--- config.mk ---
export PLATFORM = sky130hd
export DESIGN_NAME = fetch_pc_ctrl
export DESIGN_NICKNAME = d
export VERILOG_FILES = /design/src/rtl/fetch_pc_ctrl.sv
export SDC_FILE = /design/constraint.sdc
export NUM_CORES = 1
export LEC_CHECK = 0
export CAP_MARGIN = 40
export CORE_AREA = 3 3 103 105
export DETAILED_ROUTE_END_ITERATION = 12
export DIE_AREA = 0 0 106 108
export PLACE_DENSITY_LB_ADDON = 0.3
export RECOVER_POWER = 100
export SLEW_MARGIN = 20
export SYNTH_ARGS = -nofsm -noshare
export SYNTH_HDL_FRONTEND = slang
export SYNTH_SLANG_ARGS = --single-unit
--- constraint.sdc ---
create_clock -name clk -period 3.8 [get_ports clk]
set_clock_uncertainty 0.05 [all_clocks]
set_input_delay 1.14 -clock clk [delete_from_list [all_inputs] [get_ports clk]]
set_output_delay 1.14 -clock clk [all_outputs]
set_load 0.05 [all_outputs]
--- src/rtl/fetch_pc_ctrl.sv ---
// fetch_pc_ctrl: fetch PC sequencing with EX-stage redirects, pending-target hold and flush generation
module fetch_pc_ctrl #(
    parameter logic [31:0] RESET_PC = 32'h0000_0000,
    parameter int          CNT_W    = 32
) (
    input  logic             clk,
    input  logic             rst,
    input  logic             ex_valid,
    input  logic             ex_is_branch,
    input  logic             ex_br_taken,
    input  logic [31:0]      ex_irreg_pc,
    input  logic             stall,
    input  logic             imem_ready,
    output logic [31:0]      fetch_pc,
    output logic             fetch_req,
    output logic             flush,
    output logic             misalign_err,
    output logic [CNT_W-1:0] redirect_cnt
);
    typedef enum logic [1:0] {BOOT, RUN, PEND} state_t;
    state_t      state, state_nx;
    logic [31:0] pc_nx, tgt_q, tgt_nx, tgt;
    logic        redir;
    assign tgt       = {ex_irreg_pc[31:2], 2'b00};
    assign redir     = ex_valid & ex_is_branch & ex_br_taken & (state != PEND) & ~flush;
    assign fetch_req = state != BOOT;
    // next PC / state: a redirect that memory cannot accept yet is parked in tgt_q until imem_ready
    always_comb begin
        state_nx = state;
        pc_nx    = fetch_pc;
        tgt_nx   = tgt_q;
        case (state)
            BOOT: begin
                state_nx = RUN;
                pc_nx    = redir ? tgt : fetch_pc;
            end
            RUN: begin
                if (redir && imem_ready) pc_nx = tgt;
                else if (redir) begin
                    tgt_nx   = tgt;
                    state_nx = PEND;
                end else if (!stall && imem_ready) pc_nx = fetch_pc + 32'd4;
            end
            PEND: begin
                if (imem_ready) begin
                    pc_nx    = tgt_q;
                    state_nx = RUN;
                end
            end
            default: state_nx = BOOT;
        endcase
    end
    // state, PC, flush pulse, redirect counter and sticky misalignment flag
    always_ff @(posedge clk) begin
        if (rst) begin
            state        <= BOOT;
            fetch_pc     <= RESET_PC;
            tgt_q        <= 32'd0;
            flush        <= 1'b0;
            misalign_err <= 1'b0;
            redirect_cnt <= '0;
        end else begin
            state        <= state_nx;
            fetch_pc     <= pc_nx;
            tgt_q        <= tgt_nx;
            flush        <= redir;
            misalign_err <= misalign_err | (redir & |ex_irreg_pc[1:0]);
            redirect_cnt <= redirect_cnt + CNT_W'(redir);
        end
    end
endmodule

* Word-level counts from Yosys, hierarchy flattened
Index checks and enable logic that the tools add are counted.
Widths: inputs -> output; s select.
** Word-level totals
- Output and inout port bits :: 67
- Logic and storage cells :: 45
- Flip-flop bits (word level) :: 98
- Bits of input ports :: 39
** Cells by class
- $add $sub $neg :: 2
- Equal/unequal tests :: 9
- Muxes and demuxes :: 10
- Bitwise operators :: 8
- Reductions and logical operators :: 10
** Operators with widths (number)
- $mux 32 :: 5
- $pmux 32 s3 :: 1
- $add 32x1->32 :: 1
- $add 32x3->32 const B :: 1
- $ne 2x2->1 const B :: 5
- $mux 2 :: 3
- $ne 3x3->1 const B :: 2
- $pmux 2 s3 :: 1
- $reduce_and 3->1 :: 2
- $and 1x1->1 :: 5
- $reduce_and 5->1 :: 1
- $reduce_bool 3->1 :: 1
- $eq 2x1->1 const B :: 1
- $eq 2x2->1 const B :: 1
- $logic_and 1x1->1 :: 2
- $logic_not 2->1 :: 1
- $not 1->1 :: 2
- $reduce_bool 2->1 :: 1
- $reduce_or 2->1 :: 1
- $logic_not 1->1 :: 1
- $or 1x1->1 :: 1

* Logic depth before layout (Yosys ltp)
Gate-level depths: netlist of the first run.
- Word-level depth :: 7
- Mapped depth :: 15
- Depth with buffers taken out :: 13

* Worst setup path before layout of the first run
Ideal clock, no wire load.
- Path kind :: input -> register
- Start point :: input port ex_valid
- End point :: register redirect_cnt[24]
- Path buffers :: 1
- Stages :: 12
- Path slack :: 0.491 ns
- Required time :: 3.622 ns
- Arrival :: 3.131 ns
- Library setup time :: 0.128 ns
- Path through :: and4b_1 > nand2b_1 > clkbuf_1 > inv_1 > ha_1 > ha_1 > nand2_1 > nor4_1 > nand2_1 > nor2_1 > xnor2_1 > nor2_1
** Between the ends
- Word-level cells in the longest chain between the ends :: 5
** Ends and longest elaborated chain
- from (decl) :: line 8 : input logic ex_valid,
- $and 1x1->1 (4 in a row) :: line 25 : assign redir = ex_valid & ex_is_branch & ex_br_taken & (state != PEND) & ~flush;
- net redir :: line 23 : logic redir;
- $add 32x1->32 :: line 68 : redirect_cnt <= redirect_cnt + CNT_W'(redir);
- to (signal assigned) :: line 68
- to (decl) :: line 18 : output logic [CNT_W-1:0] redirect_cnt
The timed path passes the listed nets, and every way through them passes these cells.
A chain may end at the register's enable or synchronous reset.

* Worst setup path in the final report of the first run
Ends and elaborated chain as after synthesis.

==> results_dict.tcl, run 1 <==
set metrics [dict create \
    cts_tree "done" \
    rsz0062_at_grt "no" \
    antenna_found_initial 0 \
    ys_ff_latch 96 \
    synthTopCellsByCount "nand2_1, dfxtp_1, nor2_1, a21oi_1, clkbuf_1" \
    worstPathArrival_ps 3650 \
    synth_cell_type_count 59 \
    drive_above_1_share_pct 5.24 \
    cap_violations 0 \
    p_leak_nw 2.48 \
    rows 36 \
    postSynthAreaPerCell_um2 7.72 \
    wire_per_inst_um 17.6 \
    overflow 0 \
    dp_hpwl_mm 10.9 \
    met3_length_mm 1.41 \
    clock-root-buffer "clkbuf_8" \
    worstSetupPathType "primary input to flop" \
    synth_largest_area_cell "dfxtp_1" \
    crit_required_ps 4000 \
    place_ws_ps 59.1 \
    synthToLayoutAreaGrowth_pct 27.6 \
    cts_hold_buf 0 \
    path_cells "dlygate4sd3_1, and4b_1, nand2b_1, inv_1, ha_1, ha_1, nand2_1, nor4_1, buf_4, nand2_1, nor2_1, xnor2_1, nor2_1" \
    grt_pass1_wl_mm 25.6 \
    nets 807 \
    setup_violations 0 \
    cts.path.max_buffers 2 \
    cts_buffers 9 \
    via_per_inst 6.07 \
    dpl-instance-area_um2 6310 \
    fin_ws_ps 348 \
    core_area_um2 9730 \
    period_minus_slack_ps 3450 \
    cp_top_family "simple AND/OR/NAND/NOR gates" \
    initial_core_util_pct 52.4 \
    cts_num_sinks 96 \
    dr.pass1.iters 5 \
    grt_pass1_vias 5233 \
    clk_latency_ps 370 \
    wl_met2_mm 7.41 \
    synthArstFlopShare_pct 0 \
    track_usage_pct 27.5 \
    finalMaxSlewViolations 0 \
    fmax_mhz 290 \
    ant_nets 0 \
    gp_congestion 0.887 \
    drtIter0Drc 561 \
    finalSetupTns_ps 0 \
    peakVddDrop_mv 0.204 \
    slew_headroom_pct 50.7 \
    dieArea_um2 11400 \
    status "finished, final reports clean" \
    yosysWarnings 0 \
    pin_count 106 \
    tightest_slew_ps 739 \
    cts-resized-gates 0 \
    synthFlopType "dfxtp_1" \
    cts_setup_buffers 0 \
    clk_pin_slew_ps 90 \
    synth_most_common_cell "nand2_1" \
    start_kind "primary input" \
    grt_max_degree 47 \
    top_layer "met4" \
    hold_violations 0 \
    cp_num_buf_inv 3 \
    worst_path_max_delay_cell "dlygate4sd3_1" \
    htreeDepth 3 \
    diodes 0 \
    vias 5440 \
    hold_path.class "flop to flop" \
    io_buffer_count 103 \
    crit_path_end_kind "flop" \
    synth_top_area_share_pct 37.7 \
    synth.area.top_cells "dfxtp_1, nand2_1, nor2_1, xor2_1, a21oi_1" \
    final_util_pct 66.8 \
    final_area_um2 6500 \
    drc_errors 0 \
    p_per_area_nw_per_um2 403 \
    max_stage_delay_ps 540 \
    wl_mm 15.8 \
    synth_edf_count 0 \
    netlist_instances 660 \
    fp.dieH_um 108 \
    crit_fanout 6 \
    wl_met1_mm 6.65 \
    syn-cell-area_um2 5090 \
    period_share_pct 90.8 \
    synth-seq-area-share_pct 37.7 \
    die_w_um 106 \
]
-- cell usage in the layout (no fill, tap or decap), drive strengths merged, types with 15 or more instances in the layout --
master	Yosys	layout
nand2	110	110
dfxtp	96	96
nor2	78	78
dlygate4sd3	0	66
a21oi	43	43
clkdlybuf4s50	0	36
o21ai	29	29
nand3	28	28
xor2	26	26
and3	21	21
nand4	20	20
clkbuf	31	20
buf	10	17
xnor2	15	15
-- stage by stage --
stage               power [mW]  hold slack (ps)  cells
finish                    2.62              402    896
global route              2.72              423    896
global placement          1.86              387    882
floorplan                 1.62              382    661
CTS                       2.65              406    896
detailed placement        1.87              395    882
-- tightest hold or removal path, delay by kind of cell (launching register included) --
| family | cells | cell delay, ps |
|---|---|---|
| flip-flops | 1 | 320 |
| AO/OA/AOI/OAI | 1 | 50 |
| buffers and inverters | 1 | 50 |
-- flip-flops by register name, summed over array words and instances (netlist names) --
name and flops:
state 2, fetch_pc 30, flush 1, tgt_q 30, misalign_err 1, redirect_cnt 32
-- final timing paths --
kind                     start               end  slack, ps  depth (start not counted)
hold reg to reg   misalign_err      misalign_err        400                          2
setup reg to reg      state[0]       fetch_pc[5]        770                          9
hold / removal    misalign_err      misalign_err        400                          2
setup / recovery      ex_valid  redirect_cnt[24]        350                         13
-- routing by layer --
layer / global-route usage, % / up-vias
met2: 45.2 / 295
met3: 6.75 / 41
met4: 11.6 / 0
li1: - / 2558
met1: 34.6 / 2546
met5: 0 / -
-- power breakdown --
| part | switching [mW] | internal (mW) | total (mW) |
|---|---|---|---|
| registers | 0.0767 | 1.06 | 1.14 |
| logic | 0.467 | 0.235 | 0.703 |
| clock network | 0.349 | 0.429 | 0.778 |
-- kinds of logic (layout without fill, tap and decap cells) --
logic type      count (synthesis)  in the layout  synth area share, %
compound gates                149            149                 19.8
xor+xnor                       41             41                 7.05
fa+ha+maj                       8              8                 1.97
buf+inv                        54            156                 4.47
flops                          96             96                 37.7
mux                             2              2                0.418
other cells                     1              2               0.0736
simple gates                  309            309                 28.5
-- final cells by class --
| cell class | instances | area [um^2] |
|---|---|---|
| clock buffers | 10 | 128 |
| clock inverters | 4 | 95.1 |
| fillers | 849 | 3230 |
| inverters | 13 | 48.8 |
| multi-input cells | 511 | 2950 |
| flip-flops and latches | 96 | 1920 |
| well taps | 133 | 166 |
| repair buffers | 129 | 1180 |
Power figures use the tool's default switching activity.
==> run 2: changes to the inputs <==
CTS_BUF_LIST = sky130_fd_sc_hd__clkbuf_4   (was default)
==> results_dict.tcl, run 2 (synthesis results as in run 1) <==
set metrics [dict create \
    io_buffer_count 103 \
    place_ws_ps 59.1 \
    cp_num_buf_inv 3 \
    p_per_area_nw_per_um2 390 \
    tightest_slew_ps 731 \
    start_kind "primary input" \
    intPower_mw 1.63 \
    rows 36 \
    ant_nets 0 \
    gp_congestion 0.887 \
    fp.dieH_um 108 \
    antenna_found_initial 0 \
    worstPathArrival_ps 3640 \
    largest_reg_flops 32 \
    cts_num_sinks 96 \
    dp_hpwl_mm 10.9 \
    peakVddDrop_mv 0.192 \
    via_per_inst 6.02 \
    dp.cells 882 \
    status "finished, final reports clean" \
    cts-resized-gates 0 \
    overflow 0 \
    top_regs "redirect_cnt: 32 flops, fetch_pc: 30 flops, tgt_q: 30 flops" \
    finalMaxSlewViolations 0 \
    clkPwrFrac_pct 26.7 \
    rsz0062_at_grt "no" \
    diodes 0 \
    drive_above_1_share_pct 5.37 \
    dieArea_um2 11400 \
    drtIter0Drc 511 \
    switching_share_pct 35.1 \
    wl_mm 15.8 \
    max_stage_delay_ps 550 \
    dr.pass1.iters 5 \
    core_area_um2 9730 \
    clock-root-buffer "clkbuf_4" \
    p_leak_nw 2.46 \
    top_register "redirect_cnt" \
    cts_buffers 9 \
    cts.path.max_buffers 2 \
    cts_hold_buf 0 \
    die_w_um 106 \
    crit_required_ps 4090 \
    fmax_mhz 299 \
    setup_violations 0 \
    grt_max_degree 47 \
    cp_top_family "simple AND/OR/NAND/NOR gates" \
    p_comb_share_pct 27.9 \
    grt_pass1_wl_mm 25.6 \
    stdcell_count 896 \
    path_cells "dlygate4sd3_1, and4b_1, nand2b_1, inv_1, ha_1, ha_1, nand2_1, nor4_1, buf_4, nand2_1, nor2_1, xnor2_1, nor2_1" \
    period_minus_slack_ps 3350 \
    initial_core_util_pct 52.4 \
    crit_path_end_kind "flop" \
    clk_pin_slew_ps 140 \
    finalSetupTns_ps 0 \
    seqCellArea_um2 1920 \
    worst_path_max_delay_cell "dlygate4sd3_1" \
    drc_errors 0 \
    clk_latency_ps 450 \
    hold_path.class "flop to flop" \
    nets 807 \
    fin_ws_ps 450 \
    htreeDepth 3 \
    multi_input_area_um2 2950 \
    pwr-share-seq_pct 45.3 \
    track_usage_pct 27.3 \
    synthToLayoutAreaGrowth_pct 26.5 \
    final_cell_mix "nand2_1, dfxtp_1, nor2_1" \
    vias 5392 \
    hold_violations 0 \
    crit_fanout 6 \
    layout_commonest_cell "nand2_1" \
    pin_count 106 \
    period_share_pct 88.1 \
    worstSetupPathType "primary input to flop" \
    cap_violations 0 \
    fill_cells 862 \
    grt_pass1_vias 5238 \
    p_switching_mw 0.882 \
    wire_per_inst_um 17.6 \
    cts_tree "done" \
    cts_setup_buffers 0 \
    slew_headroom_pct 51.3 \
]
[run 2: metrics by stage]
step	hold WS (ps)	util [%]	power (mW)	instance area, um^2
2_1_floorplan	382	-	1.62	5100
3_3_place_gp	387	64.9	1.86	6310
3_5_place_dp	395	64.9	1.87	6310
4_1_cts	412	66.6	2.53	6480
5_1_grt	429	66.2	2.61	6440
6_report	407	66.2	2.51	6440
[run 2: metal layers]
layer | vias to the layer above | share of wire, % | GRT usage [%]
li1 | 2558 | - | -
met1 | 2499 | 41 | 34.7
met2 | 302 | 47 | 44.9
met3 | 33 | 9.4 | 6.69
met4 | 0 | 1.8 | 10.9
met5 | - | 0 | 0
[run 2: final cells by class]
type                    count  area share, %
repair buffers            129           18.4
clock buffers              10           1.16
flip-flops and latches     96           29.8
inverters                  13          0.757
clock inverters             4           1.48
well taps                 133           2.58
multi-input cells         511           45.8
[run 2: path summary, 6_finish.rpt]
check,from,to,slack (ps),cells past startpoint
max reg2reg,state[0],fetch_pc[5],790,9
min,misalign_err,misalign_err,410,2
min reg2reg,misalign_err,misalign_err,410,2
max,ex_valid,redirect_cnt[24],450,13
[run 2: worst min-delay path, stage by stage, from the launching register on]
cell	delay, ps
dfxtp_1	330
inv_1	50
a21oi_1	50
[run 2: power by group through the flow]
stage / Sequential [mW] / Combinational, mW / Clock (mW)
after detailed placement: 1.16 / 0.715 / 0
after floorplan: 1.31 / 0.301 / 0
after CTS: 1.14 / 0.719 / 0.675
final: 1.14 / 0.702 / 0.672
after global routing: 1.15 / 0.747 / 0.710
after global placement: 1.16 / 0.701 / 0
